[config.mk]
export PLATFORM = sky130hd
export DESIGN_NAME = sc_backg_scroll_ctrl
export DESIGN_NICKNAME = d
export VERILOG_FILES = /design/src/rtl/sc_backg_scroll_ctrl.sv
export SDC_FILE = /design/constraint.sdc
export NUM_CORES = 1
export LEC_CHECK = 0
export ABC_AREA = 1
export BUFFER_PORTS_ARGS = -buffer_cell sky130_fd_sc_hd__buf_4
export CORE_MARGIN = 5
export CORE_UTILIZATION = 55
export CTS_CLUSTER_DIAMETER = 30
export CTS_CLUSTER_SIZE = 20
export DETAILED_ROUTE_END_ITERATION = 10
export GPL_TIMING_DRIVEN = 0
export PLACE_DENSITY_LB_ADDON = 0.25
export SLEW_MARGIN = 20
export SYNTH_ARGS = -nofsm -noshare
export SYNTH_HDL_FRONTEND = slang
export SYNTH_SLANG_ARGS = --single-unit
[constraint.sdc]
create_clock -name SC_BACKGCTRL_CLOCK_50 -period 2.9 [get_ports SC_BACKGCTRL_CLOCK_50]
set_input_delay 0.145 -clock SC_BACKGCTRL_CLOCK_50 [delete_from_list [all_inputs] [get_ports SC_BACKGCTRL_CLOCK_50]]
set_output_delay 0.145 -clock SC_BACKGCTRL_CLOCK_50 [all_outputs]
set_load 0.02 [all_outputs]
[src/rtl/sc_backg_scroll_ctrl.sv]
// Background-type row sequencer: clear/load/level-select/shift control for one row register.
// Optional: define SC_BACKGCTRL_DIRFLIP_EN to reverse the scroll direction on odd levels.
module sc_backg_scroll_ctrl #(
    parameter int unsigned          CNT_WIDTH = 24,
    parameter logic [CNT_WIDTH-1:0] PERIOD_L0 = 24'd5000000,
    parameter logic [CNT_WIDTH-1:0] PERIOD_L1 = 24'd3750000,
    parameter logic [CNT_WIDTH-1:0] PERIOD_L2 = 24'd2500000,
    parameter logic [CNT_WIDTH-1:0] PERIOD_L3 = 24'd1250000,
    parameter logic [1:0]           SHIFT_DIR = 2'b01
) (
    input  logic       SC_BACKGCTRL_CLOCK_50,
    input  logic       SC_BACKGCTRL_RESET_InLow,
    input  logic       SC_BACKGCTRL_start_InLow,
    input  logic       SC_BACKGCTRL_levelup_InLow,
    input  logic       SC_BACKGCTRL_pause_In,
    input  logic       SC_BACKGCTRL_gameover_InLow,
    output logic       SC_BACKGCTRL_clear_OutLow,
    output logic       SC_BACKGCTRL_load_OutLow,
    output logic [1:0] SC_BACKGCTRL_levelsel_Out,
    output logic [1:0] SC_BACKGCTRL_shiftselection_Out,
    output logic [2:0] SC_BACKGCTRL_state_Out
);

    typedef enum logic [2:0] {
        IDLE     = 3'b000,
        CLEAR    = 3'b001,
        LOAD     = 3'b010,
        RUN      = 3'b011,
        PAUSE    = 3'b100,
        GAMEOVER = 3'b101
    } state_t;

    state_t               state, nextState;
    logic [1:0]           level, nextLevel;
    logic [CNT_WIDTH-1:0] count, nextCount;
    logic [1:0]           nextShift;
    logic                 startPrev, levelupPrev;
    logic                 startEdge, levelupEdge;
    logic [CNT_WIDTH-1:0] period, lastCount;
    logic                 atLast;
    logic [1:0]           shiftCode;
    logic                 clearReg, loadReg;
    logic [1:0]           shiftReg;

    assign startEdge   = startPrev & ~SC_BACKGCTRL_start_InLow;
    assign levelupEdge = levelupPrev & ~SC_BACKGCTRL_levelup_InLow;

    always_comb begin
        case (level)
            2'd0:    period = PERIOD_L0;
            2'd1:    period = PERIOD_L1;
            2'd2:    period = PERIOD_L2;
            default: period = PERIOD_L3;
        endcase
    end

    // Periods of 0 and 1 both collapse to a terminal count of 0: tick every cycle.
    assign lastCount = (period <= CNT_WIDTH'(1)) ? '0 : period - CNT_WIDTH'(1);
    assign atLast    = (count == lastCount);

`ifdef SC_BACKGCTRL_DIRFLIP_EN
    assign shiftCode = level[0] ? {SHIFT_DIR[0], SHIFT_DIR[1]} : SHIFT_DIR;
`else
    assign shiftCode = SHIFT_DIR;
`endif

    always_comb begin
        nextState = state;
        nextLevel = level;
        nextCount = count;
        nextShift = 2'b00;
        case (state)
            IDLE: begin
                if (startEdge) nextState = CLEAR;
            end
            CLEAR: begin
                nextLevel = '0;
                nextCount = '0;
                nextState = LOAD;
            end
            LOAD: begin
                nextCount = '0;
                nextState = RUN;
            end
            RUN, PAUSE: begin
                if (!SC_BACKGCTRL_gameover_InLow) begin
                    nextState = GAMEOVER;
                end else if (levelupEdge) begin
                    nextLevel = (level == 2'd3) ? 2'd3 : level + 2'd1;
                    nextCount = '0;
                    nextState = LOAD;
                end else if (state == PAUSE) begin
                    if (!SC_BACKGCTRL_pause_In) nextState = RUN;
                end else if (SC_BACKGCTRL_pause_In) begin
                    // Last RUN cycle still counts, but never past the terminal value so the tick survives the pause.
                    nextState = PAUSE;
                    if (!atLast) nextCount = count + CNT_WIDTH'(1);
                end else if (atLast) begin
                    nextCount = '0;
                    nextShift = shiftCode;
                end else begin
                    nextCount = count + CNT_WIDTH'(1);
                end
            end
            GAMEOVER: begin
                if (startEdge) nextState = CLEAR;
            end
            default: nextState = IDLE;
        endcase
    end

    always_ff @(posedge SC_BACKGCTRL_CLOCK_50 or negedge SC_BACKGCTRL_RESET_InLow) begin
        if (!SC_BACKGCTRL_RESET_InLow) begin
            state       <= IDLE;
            level       <= '0;
            count       <= '0;
            startPrev   <= 1'b1;
            levelupPrev <= 1'b1;
            clearReg    <= 1'b0;
            loadReg     <= 1'b1;
            shiftReg    <= 2'b00;
        end else begin
            state       <= nextState;
            level       <= nextLevel;
            count       <= nextCount;
            startPrev   <= SC_BACKGCTRL_start_InLow;
            levelupPrev <= SC_BACKGCTRL_levelup_InLow;
            clearReg    <= ~((nextState == IDLE) || (nextState == CLEAR));
            loadReg     <= ~(nextState == LOAD);
            shiftReg    <= nextShift;
        end
    end

    assign SC_BACKGCTRL_clear_OutLow       = clearReg;
    assign SC_BACKGCTRL_load_OutLow        = loadReg;
    assign SC_BACKGCTRL_levelsel_Out       = level;
    assign SC_BACKGCTRL_shiftselection_Out = shiftReg;
    assign SC_BACKGCTRL_state_Out          = state;

endmodule

==> run_results.csv, run 1 <==
group,metric,value,unit
min_path,hold_class,"primary input to register",
routing,drc_errors,0,
worst_setup_path,path_max_fanout,12,
min_path,hold_start,"SC_BACKGCTRL_gameover_InLow",
synth,ys_warn_count,0,
cells_and_area,nFillCells,456,
global_route,grtUsageTotal,0.235,
worst_setup_path,worst_path_most_repeated_cell,"nand2_1",
routing,routed_wirelength,7090,µm
routing,drt-vias-per-instance,5.38,
cells_and_area,post-route-util,0.638,
worst_setup_path,crit_start,"SC_BACKGCTRL_levelsel_Out[0]$_DFFE_PN0P_",
die,die-area,6510,µm²
routing,avgRoutedWirePerCell,13.8,µm
synth,synthesis.area,2750,µm²
cells_and_area,multi_input_area,1610,µm²
worst_setup_path,r2r-start,"SC_BACKGCTRL_levelsel_Out[0]$_DFFE_PN0P_",
worst_setup_path,path_cells,"inv_2, ha_1, nor2_1, nand2_1, o21ai_0, nand2_1, nand2_1, nor2_1, nand3_1, nand2_2, a21oi_2, buf_2, o21ai_1",
synth,synth_edf_count,0,
cells_and_area,drive_gt1_frac,0.135,
clock_tree,htree_levels,2,
die,start_util,0.574,
worst_setup_path,critPathBufInv,2,
clock_tree,insertion_delay,0.29,ns
power_and_ir_drop,vdd_drop_max,625,µV
power_and_ir_drop,power.total,2.30,mW
worst_setup_path,crit_cells,13,
run,maxCapViolCount,0,
sta,fin_crit_sh,0.933,
placed_design,gp_congestion,0.919,
clock_tree,cts_tree,"yes",
routing,drt-initial-drc-count,269,
worst_setup_path,start_kind,"register",
sta,finalSetupViolCount,0,
routing,postRouteAntennaNets,0,
synth,avgSynthCellArea,6.51,µm²
sta,maxSlewViolCount,0,
worst_setup_path,path_delay_family,"simple AND/OR/NAND/NOR gates",
worst_setup_path,path_class,"register to register",
clock_tree,post-cts-setup-buffers,0,
cells_and_area,synthToLayoutAreaGrowth,11.0,%
synth,yosysTopAreaCellShare,0.282,
worst_setup_path,reg2reg_depth,13,
sta,finalHoldViolCount,0,
sta,finalWorstSetupSlack,0.194,ns
synth,seq_area_frac_synth,0.311,
worst_setup_path,slowest_stage,"dfrtp_2",
synth,yosys.area.top_type,"dfrtp_1",
sta,holdWs,0.127,ns
synth,synth_ff_type,"dfrtp_1",
placed_design,io_buffers,13,
synth,synth-async-reset-ratio,1.00,
die,die_h,80.7,µm
placed_design,hpwl,5500,µm
routing,via_count,2759,
power_and_ir_drop,p_per_area,754,nW/µm²
clock_tree,clock_path_buffers,2,
sta,finalCriticalPeriod,2.71,ns
die,rows,25,
clock_tree,clockRootBuffer,"clkbuf_8",
synth,synth_commonest_cells,"nand2_1 (126), inv_1 (56), nor2_1 (52)",
worst_setup_path,crit_arrival,2.88,ns
sta,fmax,370,MHz
cells_and_area,antenna_cells,0,
routing,drt-pass1-iter-count,5,
clock_tree,path_clk_slew,0.07,ns
synth,synthTopCellsByArea,"dfrtp_1 (28%), nand2_1 (17%), inv_1 (7.6%), nor2_1 (7.1%), nand3_1 (4.9%)",
worst_setup_path,cp_slowest_stage_delay,0.52,ns
sta,tns,0,ns
global_route,grt_max_degree,35,
die,core,4790,µm²
power_and_ir_drop,p_leak,1.38,nW
synth,syn_inst,422,
worst_setup_path,required,3.08,ns
synth,synth_nets,437,
clock_tree,clock_sinks,34,
cells_and_area,nNetsFinal,460,
synth,yosysUniqueCellTypes,39,
die,die_x,80.7,µm
synth,synth-seq-cells,34,
sta,grt_setup_unrepaired,"no",
die,io_pins,15,
synth,synth_most_common_cell,"nand2_1",
clock_tree,cts_buffers,5,
worst_setup_path,endpoint_kind,"register",
min_path,holdPathStages,3,
global_route,overflow,0,
sta,fin_worst_skew,0.00754,ns
global_route,antenna_found_initial,0,
placed_design,dp_slack,0.0434,ns
cells_and_area,regArea,856,µm²
global_route,grt_pass1_wl,11900,µm
run_status,outcome,"finished, final reports clean",
global_route,grt_pass1_vias,2540,
==> path summary, 6_finish.rpt <==
check	end	slack, ns
worst min register to register	count[1]$_DFFE_PN0P_	0.52
worst max-delay path	count[23]$_DFFE_PN0P_	0.19
max in group asynchronous	startPrev$_DFF_PN1_	2.21
worst max register to register	count[23]$_DFFE_PN0P_	0.19
worst min-delay path	SC_BACKGCTRL_shiftselection_Out[0]$_DFF_PN0_	0.13
min in group asynchronous	count[12]$_DFFE_PN0P_	0.35
==> registers in the layout (all words and copies together), names as in the netlist <==
signal	count
SC_BACKGCTRL_state_Out	3
SC_BACKGCTRL_levelsel_Out	2
count	24
levelupPrev	1
startPrev	1
SC_BACKGCTRL_clear_OutLow	1
SC_BACKGCTRL_shiftselection_Out	1
SC_BACKGCTRL_load_OutLow	1
==> stage by stage <==
step	instance area (µm²)	instances
after global routing	3050	513
after floorplan	2750	422
after CTS	3040	513
final	3050	513
after global placement	2930	502
after detailed placement	2930	502
==> cell usage in the layout (no fill, tap or decap), drive strengths merged, types with 9 or more instances in the layout <==
master	instances
nor3	14
nor2	57
ha	9
nand2	133
o21ai	35
nand3	27
xor2	11
dfrtp	31
inv	62
buf	19
==> tightest hold or removal path, delay by kind of cell <==
family / cells / cell delay (ns)
buffers and inverters: 1 / 0.12
AND/OR/NAND/NOR: 2 / 0.11
==> per-layer routing <==
layer  wire, µm  vias to the layer above  track usage
met4         94                        0       0.0625
met2       3180                       86        0.368
met1       3460                     1272        0.335
li1           -                     1392            -
met5          0                        -            0
met3        353                        9       0.0381
==> kinds of logic after synthesis <==
kind of cell    synth area share
flops                      0.311
buf+inv                    0.107
other cells              0.00136
simple gates               0.367
fa+ha+maj                 0.0410
compound gates             0.137
xor+xnor                  0.0350
==> report_power, final <==
group          total (mW)  leakage [nW]  switching (mW)  internal [mW]
Sequential          0.602         0.455          0.0697          0.533
Combinational        1.35         0.882           0.916          0.438
Clock               0.346        0.0450           0.180          0.166
Total                2.30          1.38            1.17           1.14
==> area by class of cell <==
cell class              instances  share of cell area
plain buffers                   7              0.0205
clock buffers                   6              0.0238
clock inverters                 2             0.00328
inverters                      62              0.0763
multi-input cells             319               0.526
flip-flops and latches         34               0.280
well taps                      67              0.0275
repair buffers                 16              0.0418
==> what timing repair did <==
item,CTS,global route
hold buffers,3,0
setup endpoints to repair,0,24
gates resized for setup,0,3
hold endpoints to repair,33,0
Power figures use the tool's default switching activity.
==> run 2: changes to the inputs <==
--- a/config.mk
+++ b/config.mk
@@ -5,7 +5,6 @@
 export SDC_FILE = /design/constraint.sdc
 export NUM_CORES = 1
 export LEC_CHECK = 0
-export ABC_AREA = 1
 export BUFFER_PORTS_ARGS = -buffer_cell sky130_fd_sc_hd__buf_4
 export CORE_MARGIN = 5
 export CORE_UTILIZATION = 55
@@ -14,6 +13,7 @@
 export DETAILED_ROUTE_END_ITERATION = 10
 export GPL_TIMING_DRIVEN = 0
 export PLACE_DENSITY_LB_ADDON = 0.25
+export RECOVER_POWER = 25
 export SLEW_MARGIN = 20
 export SYNTH_ARGS = -nofsm -noshare
 export SYNTH_HDL_FRONTEND = slang
==> run 2 against run 1 <==
  * Non-clock buffer count is 18 higher
  * Sequential power is 2% lower
  * Utilization is 0.83 points higher
  * Clock skew is 0.0027 ns higher
  * Clock-buffer cell count stayed put
  * Largest cell class unchanged
  * Largest power group unchanged
  * Routed wire length is 2.3% lower
  * Clock power is 29% higher
  * Sequential share of layout area is 0.43 points higher
  * Hold slack worse by 0.099 ns
  * The run now ends with max-capacitance violations, max-slew violations left
  * Design area is 1.4% lower
  * Final cell count is 22% lower
  * Power is 8.1% lower
==> run_results.csv, run 2 <==
group,metric,value,unit
global_route,grtUsageTotal,0.232,
clock_tree,path_clk_slew,0.07,ns
cells_and_area,layout_common_cells,"nand2_1 (38), dfrtp_1 (29), a21oi_1 (29), nor2_1 (22), buf_4 (19)",
global_route,grt_pass1_vias,2409,
power_and_ir_drop,p_leak,1.24,nW
sta,slew_headroom,-0.265,
min_path,holdPathStages,2,
synth,synth-async-reset-ratio,1.00,
placed_design,dp_slack,-0.422,ns
global_route,use_met2,0.379,
routing,via_count,2533,
synth,synth-seq-cells,34,
die,start_util,0.561,
synth,avgSynthCellArea,8.30,µm²
routing,avgRoutedWirePerCell,17.3,µm
routing,drt-pass1-iter-count,5,
placed_design,gp_congestion,0.947,
clock_tree,cts_tree,"yes",
clock_tree,clockRootBuffer,"clkbuf_8",
worst_setup_path,start_kind,"register",
min_path,hold_class,"primary input to register",
worst_setup_path,reg2reg_depth,11,
clock_tree,insertion_delay,0.30,ns
run,maxCapViolCount,1,
cells_and_area,drive_gt1_frac,0.185,
sta,tns,0,ns
run_status,violations,"max-capacitance violations, max-slew violations",
die,io_pins,15,
global_route,met1_usage,0.303,
clock_tree,clock_path_buffers,2,
placed_design,io_buffers,13,
global_route,grt_max_degree,35,
synth,yosys.area.top_type,"dfrtp_1",
global_route,use_met3,0.0510,
global_route,grt_pass1_wl,11400,µm
worst_setup_path,endpoint_kind,"register",
sta,finalWorstSetupSlack,0.148,ns
cells_and_area,multi_input_area,1640,µm²
cells_and_area,nFillCells,400,
min_path,hold_start,"SC_BACKGCTRL_pause_In",
clock_tree,htree_levels,2,
synth,synth_commonest_cells,"nand2_1 (38), dfrtp_1 (31), a21oi_1 (29)",
sta,tightest_slew,1.90,ns
die,die-area,6230,µm²
die,rows,25,
placed_design,hpwl,4760,µm
worst_setup_path,slowest_stage,"dfrtp_2",
worst_setup_path,path_max_fanout,10,
die,die_h,78.9,µm
sta,fin_worst_skew,0.0102,ns
synth,ys_warn_count,0,
sta,maxSlewViolCount,35,
sta,fin_crit_sh,0.949,
clock_tree,clock_sinks,34,
routing,drt-initial-drc-count,229,
power_and_ir_drop,power.total,2.12,mW
cells_and_area,regMostFlops,"count",
worst_setup_path,r2r-start,"SC_BACKGCTRL_levelsel_Out[0]$_DFFE_PN0P_",
synth,synth_nets,330,
sta,finalCriticalPeriod,2.75,ns
worst_setup_path,path_cells,"inv_2, ha_1, nor3b_4, mux2i_2, xor2_2, nor4_4, and3_1, buf_6, buf_12, o221ai_1, o41ai_1",
routing,drc_errors,0,
die,die_x,78.9,µm
worst_setup_path,cp_slowest_stage_delay,0.44,ns
worst_setup_path,crit_start,"SC_BACKGCTRL_levelsel_Out[0]$_DFFE_PN0P_",
worst_setup_path,required,3.08,ns
worst_setup_path,reg2reg_to,"count[4]$_DFFE_PN0P_",
cells_and_area,antenna_cells,0,
min_path,whs_endpoint,"SC_BACKGCTRL_shiftselection_Out[0]$_DFF_PN0_",
power_and_ir_drop,p_per_area,703,nW/µm²
synth,yosysTopAreaCellShare,0.297,
run_status,outcome,"finished, violations left",
routing,routed_wirelength,6920,µm
synth,synth_edf_count,0,
synth,seq_area_frac_synth,0.327,
synth,synth_ff_type,"dfrtp_1",
routing,postRouteAntennaNets,0,
cells_and_area,nNetsFinal,360,
cells_and_area,synthToLayoutAreaGrowth,15.2,%
synth,syn_inst,315,
routing,drt-vias-per-instance,6.33,
synth,synthTopCellsByArea,"dfrtp_1 (30%), a21oi_1 (5.6%), nand2_1 (5.5%), ha_1 (4.3%), nor2_1 (3.3%)",
worst_setup_path,ff2ff_setup_slack,0.15,ns
sta,fmax,363,MHz
power_and_ir_drop,vdd_drop_max,628,µV
cells_and_area,regArea,857,µm²
cells_and_area,fin_area,3010,µm²
global_route,overflow,0,
cells_and_area,final_common_cell,"nand2_1",
worst_setup_path,crit_arrival,2.93,ns
sta,finalSetupViolCount,0,
die,core,4660,µm²
clock_tree,cts_buffers,5,
cells_and_area,largest_reg_flops,24,
placed_design,placed_area,2780,µm²
worst_setup_path,path_class,"register to register",
sta,holdWs,0.0282,ns
synth,yosysUniqueCellTypes,63,
sta,finalHoldViolCount,0,
global_route,antenna_found_initial,0,
synth,synth_most_common_cell,"nand2_1",
global_route,grt-busiest-layer,"met2",
synth,synthesis.area,2610,µm²
## run 2: power breakdown
group	switching (mW)	internal [mW]
sequential	0.0519	0.540
combinational	0.691	0.386
clock	0.190	0.257
## run 2: logic make-up after synthesis
group | count (synthesis) | share of synthesized area
compound gates | 91 | 0.229
xor+xnor | 6 | 0.0201
fa+ha+maj | 9 | 0.0431
buf+inv | 28 | 0.0603
flops | 34 | 0.327
mux | 2 | 0.00814
other cells | 1 | 0.00143
simple gates | 144 | 0.311
## run 2: what timing repair did
item                       CTS  global route
setup buffers                3             4
pin swaps                    2             2
hold buffers                 3             0
setup endpoints to repair   24            24
hold endpoints to repair    33             0
gates resized for setup      5             9
## run 2: how the worst max path moves through the flow
stage | slack [ns] | endpoint | cells after the start
finish | 0.15 | count[4]$_DFFE_PN0P_ | 11
global route | -0.003 | count[4]$_DFFE_PN0P_ | 11
CTS | 0.002 | count[4]$_DFFE_PN0P_ | 11
detailed placement | -0.42 | count[1]$_DFFE_PN0P_ | 10
global placement | -0.38 | count[1]$_DFFE_PN0P_ | 10
floorplan | 0.04 | count[4]$_DFFE_PN0P_ | 11
## run 2: metrics by stage
stage               utilization  std cells
finish                    0.646        400
global route              0.646        400
CTS                       0.633        396
detailed placement        0.596        382
global placement          0.596        382
floorplan                     -        315
## run 2: worst max-delay path, delay by kind of cell, from the launching register on
family	cells	cell delay (ns)
multiplexers	1	0.30
buffers and inverters	3	0.41
adder cells (fa/ha/maj)	1	0.27
AND/OR/NAND/NOR	3	0.88
flip-flops	1	0.44
XOR/XNOR	1	0.14
AO/OA/AOI/OAI	2	0.20
## run 2: area by class of cell
type,count,share of cell area
flip-flops and latches,34,0.285
plain buffers,18,0.0411
inverters,10,0.0125
repair buffers,23,0.0574
clock inverters,2,0.0125
multi-input cells,253,0.545
well taps,54,0.0224
clock buffers,6,0.0241
## run 2: metal layers
layer / part of all wire / wire (µm)
met1: 0.44 / 3080
met2: 0.48 / 3290
met3: 0.058 / 403
met4: 0.022 / 154
met5: 0 / 0
==> run 3: changes to the inputs <==
--- a/config.mk
+++ b/config.mk
@@ -12,6 +12,7 @@
 export CTS_CLUSTER_SIZE = 20
 export DETAILED_ROUTE_END_ITERATION = 10
 export GPL_TIMING_DRIVEN = 0
+export HOLD_SLACK_MARGIN = 0.1
 export PLACE_DENSITY_LB_ADDON = 0.25
 export RECOVER_POWER = 25
 export SLEW_MARGIN = 20
==> run 3 against run 2 <==
  * The flow still finishes with violations (max-capacitance violations, max-slew violations)
  * Maximum frequency rose by 0.67%
  * Die area is the same
  * Design area up 0.67%
  * First-iteration DRC count is 2.6% higher
  * Critical path depth down 1
  * Register-to-register slack better by 0.02 ns
  * Global-route usage up 0.12 points
  * Largest cell class unchanged
  * Largest power group unchanged
  * Highest routed layer unchanged
==> run_results.csv, run 3 (synthesis gave the netlist of run 2 again) <==
group,metric,value,unit
run_status,outcome,"finished, violations left",
run_status,violations,"max-capacitance violations, max-slew violations",
sta,tightest_slew,1.90,ns
routing,top_layer,"met4",
cells_and_area,layout_common_cells,"nand2_1 (38), dfrtp_1 (29), a21oi_1 (29), nor2_1 (22), buf_4 (19)",
clock_tree,clock_sinks,34,
cells_and_area,largest_reg_flops,24,
sta,maxSlewViolCount,35,
die,die-area,6230,µm²
placed_design,dp_cells,382,
routing,dr_wl_met3,432,µm
power_and_ir_drop,clkPwrFrac,0.212,
sta,slew_headroom,-0.269,
sta,finalWorstSetupSlack,0.166,ns
cells_and_area,nNetsFinal,362,
power_and_ir_drop,p_per_area,699,nW/µm²
die,die_x,78.9,µm
sta,fin_worst_skew,0.0102,ns
power_and_ir_drop,switching_share,0.441,
cells_and_area,antenna_cells,0,
run,maxCapViolCount,1,
sta,finalCriticalPeriod,2.73,ns
power_and_ir_drop,power_frac_seq,0.280,
global_route,antenna_found_initial,0,
clock_tree,cts_tree,"yes",
power_and_ir_drop,p_int,1.18,mW
die,die_h,78.9,µm
power_and_ir_drop,p_switching,0.933,mW
die,core,4660,µm²
routing,drt-vias-per-instance,6.26,
min_path,hold_class,"primary input to register",
worst_setup_path,required,3.08,ns
die,io_pins,15,
power_and_ir_drop,combPwrFrac,0.508,
placed_design,gp_congestion,0.947,
routing,drt-initial-drc-count,235,
worst_setup_path,r2r-start,"SC_BACKGCTRL_levelsel_Out[0]$_DFFE_PN0P_",
cells_and_area,final_common_cell,"nand2_1",
sta,tns,0,ns
global_route,grt_pass1_vias,2426,
die,rows,25,
worst_setup_path,crit_start,"SC_BACKGCTRL_levelsel_Out[0]$_DFFE_PN0P_",
worst_setup_path,path_class,"register to register",
worst_setup_path,path_max_fanout,7,
power_and_ir_drop,p_leak,1.25,nW
routing,wl_met2,3320,µm
placed_design,hpwl,4760,µm
clock_tree,clock_path_buffers,2,
routing,drc_errors,0,
power_and_ir_drop,vdd_drop_max,628,µV
placed_design,dp_slack,-0.422,ns
global_route,grt_pass1_wl,11500,µm
sta,fmax,366,MHz
routing,routed_wirelength,6930,µm
sta,fin_crit_sh,0.943,
cells_and_area,synthToLayoutAreaGrowth,15.9,%
clock_tree,htree_levels,2,
sta,finalSetupViolCount,0,
cells_and_area,post-route-util,0.650,
clock_tree,insertion_delay,0.30,ns
worst_setup_path,endpoint_kind,"register",
routing,via_count,2516,
min_path,hold_start,"SC_BACKGCTRL_start_InLow",
worst_setup_path,crit_arrival,2.92,ns
worst_setup_path,start_kind,"register",
global_route,grt_max_degree,35,
routing,drt-pass1-iter-count,4,
die,start_util,0.561,
routing,postRouteAntennaNets,0,
global_route,grtUsageTotal,0.233,
clock_tree,clockRootBuffer,"clkbuf_8",
global_route,overflow,0,
placed_design,io_buffers,13,
cells_and_area,drive_gt1_frac,0.184,
clock_tree,path_clk_slew,0.08,ns
cells_and_area,regMostFlops,"count",
sta,finalHoldViolCount,0,
routing,avgRoutedWirePerCell,17.2,µm
routing,wl_met1,3030,µm
cells_and_area,final_cell_count_no_fill,402,
clock_tree,cts_buffers,5,
==> run 3: cell types whose count changed in the layout (fill, tap and decap cells not counted), sizes merged <==
| cell | before | now |
|---|---|---|
| dlygate4sd3 | 3 | 5 |
==> run 3: timing repair <==
item                                   4_1_cts  5_1_grt
endpoints found under the hold margin       34        0
pin swaps                                    2        2
hold buffers                                 5        0
setup endpoints to repair                   24       24
buffers inserted                             3        4
resized for setup                            5        9
==> run 3: worst max-delay path: stages, from the launching register on <==
cell	delay (ns)
dfrtp_2	0.44
inv_2	0.13
ha_4	0.25
or4b_1	0.52
nand2_1	0.13
nand4_1	0.10
nor4_1	0.42
nand3_1	0.18
buf_4	0.21
a31oi_1	0.17
a21oi_1	0.09
==> run 3: final cells by class <==
class	instances	area, µm²
timing repair buffer	25	193
multi-input combinational	253	1640
tap	54	67.6
fill	398	1630
inverter	10	37.5
clock inverter	2	37.5
sequential	34	857
clock buffer	6	72.6
buffer	18	124
==> run 3: per-stage QoR <==
step	cell area [µm²]	hold WS, ns	total power, mW
floorplan	2610	-0.151	1.29
detailed placement	2780	0.132	1.58
global placement	2780	0.134	1.56
finish	3030	0.507	2.12
CTS	2970	0.359	2.04
global route	3030	0.523	2.26
==> run 3: power by group through the flow <==
stage	registers (mW)	clock network (mW)	logic, mW
finish	0.592	0.450	1.08
global placement	0.608	0	0.952
global route	0.599	0.474	1.18
detailed placement	0.611	0	0.972
CTS	0.605	0.453	0.986
floorplan	0.649	0	0.641
==> run 3: final timing paths <==
kind	to	slack, ns	depth (start not counted)
max reg2reg	count[19]$_DFFE_PN0P_	0.17	10
max in group asynchronous	SC_BACKGCTRL_levelsel_Out[1]$_DFFE_PN0P_	0.75	2
min in group asynchronous	count[13]$_DFFE_PN0P_	0.91	2
min	startPrev$_DFF_PN1_	0.51	2
min reg2reg	SC_BACKGCTRL_levelsel_Out[0]$_DFFE_PN0P_	0.55	1
max	count[19]$_DFFE_PN0P_	0.17	10
==> run 3: routing by layer <==
layer / vias to the layer above / track usage
met5: - / 0
met2: 88 / 0.384
li1: 1218 / -
met3: 14 / 0.0510
met1: 1196 / 0.303
met4: 0 / 0.0842
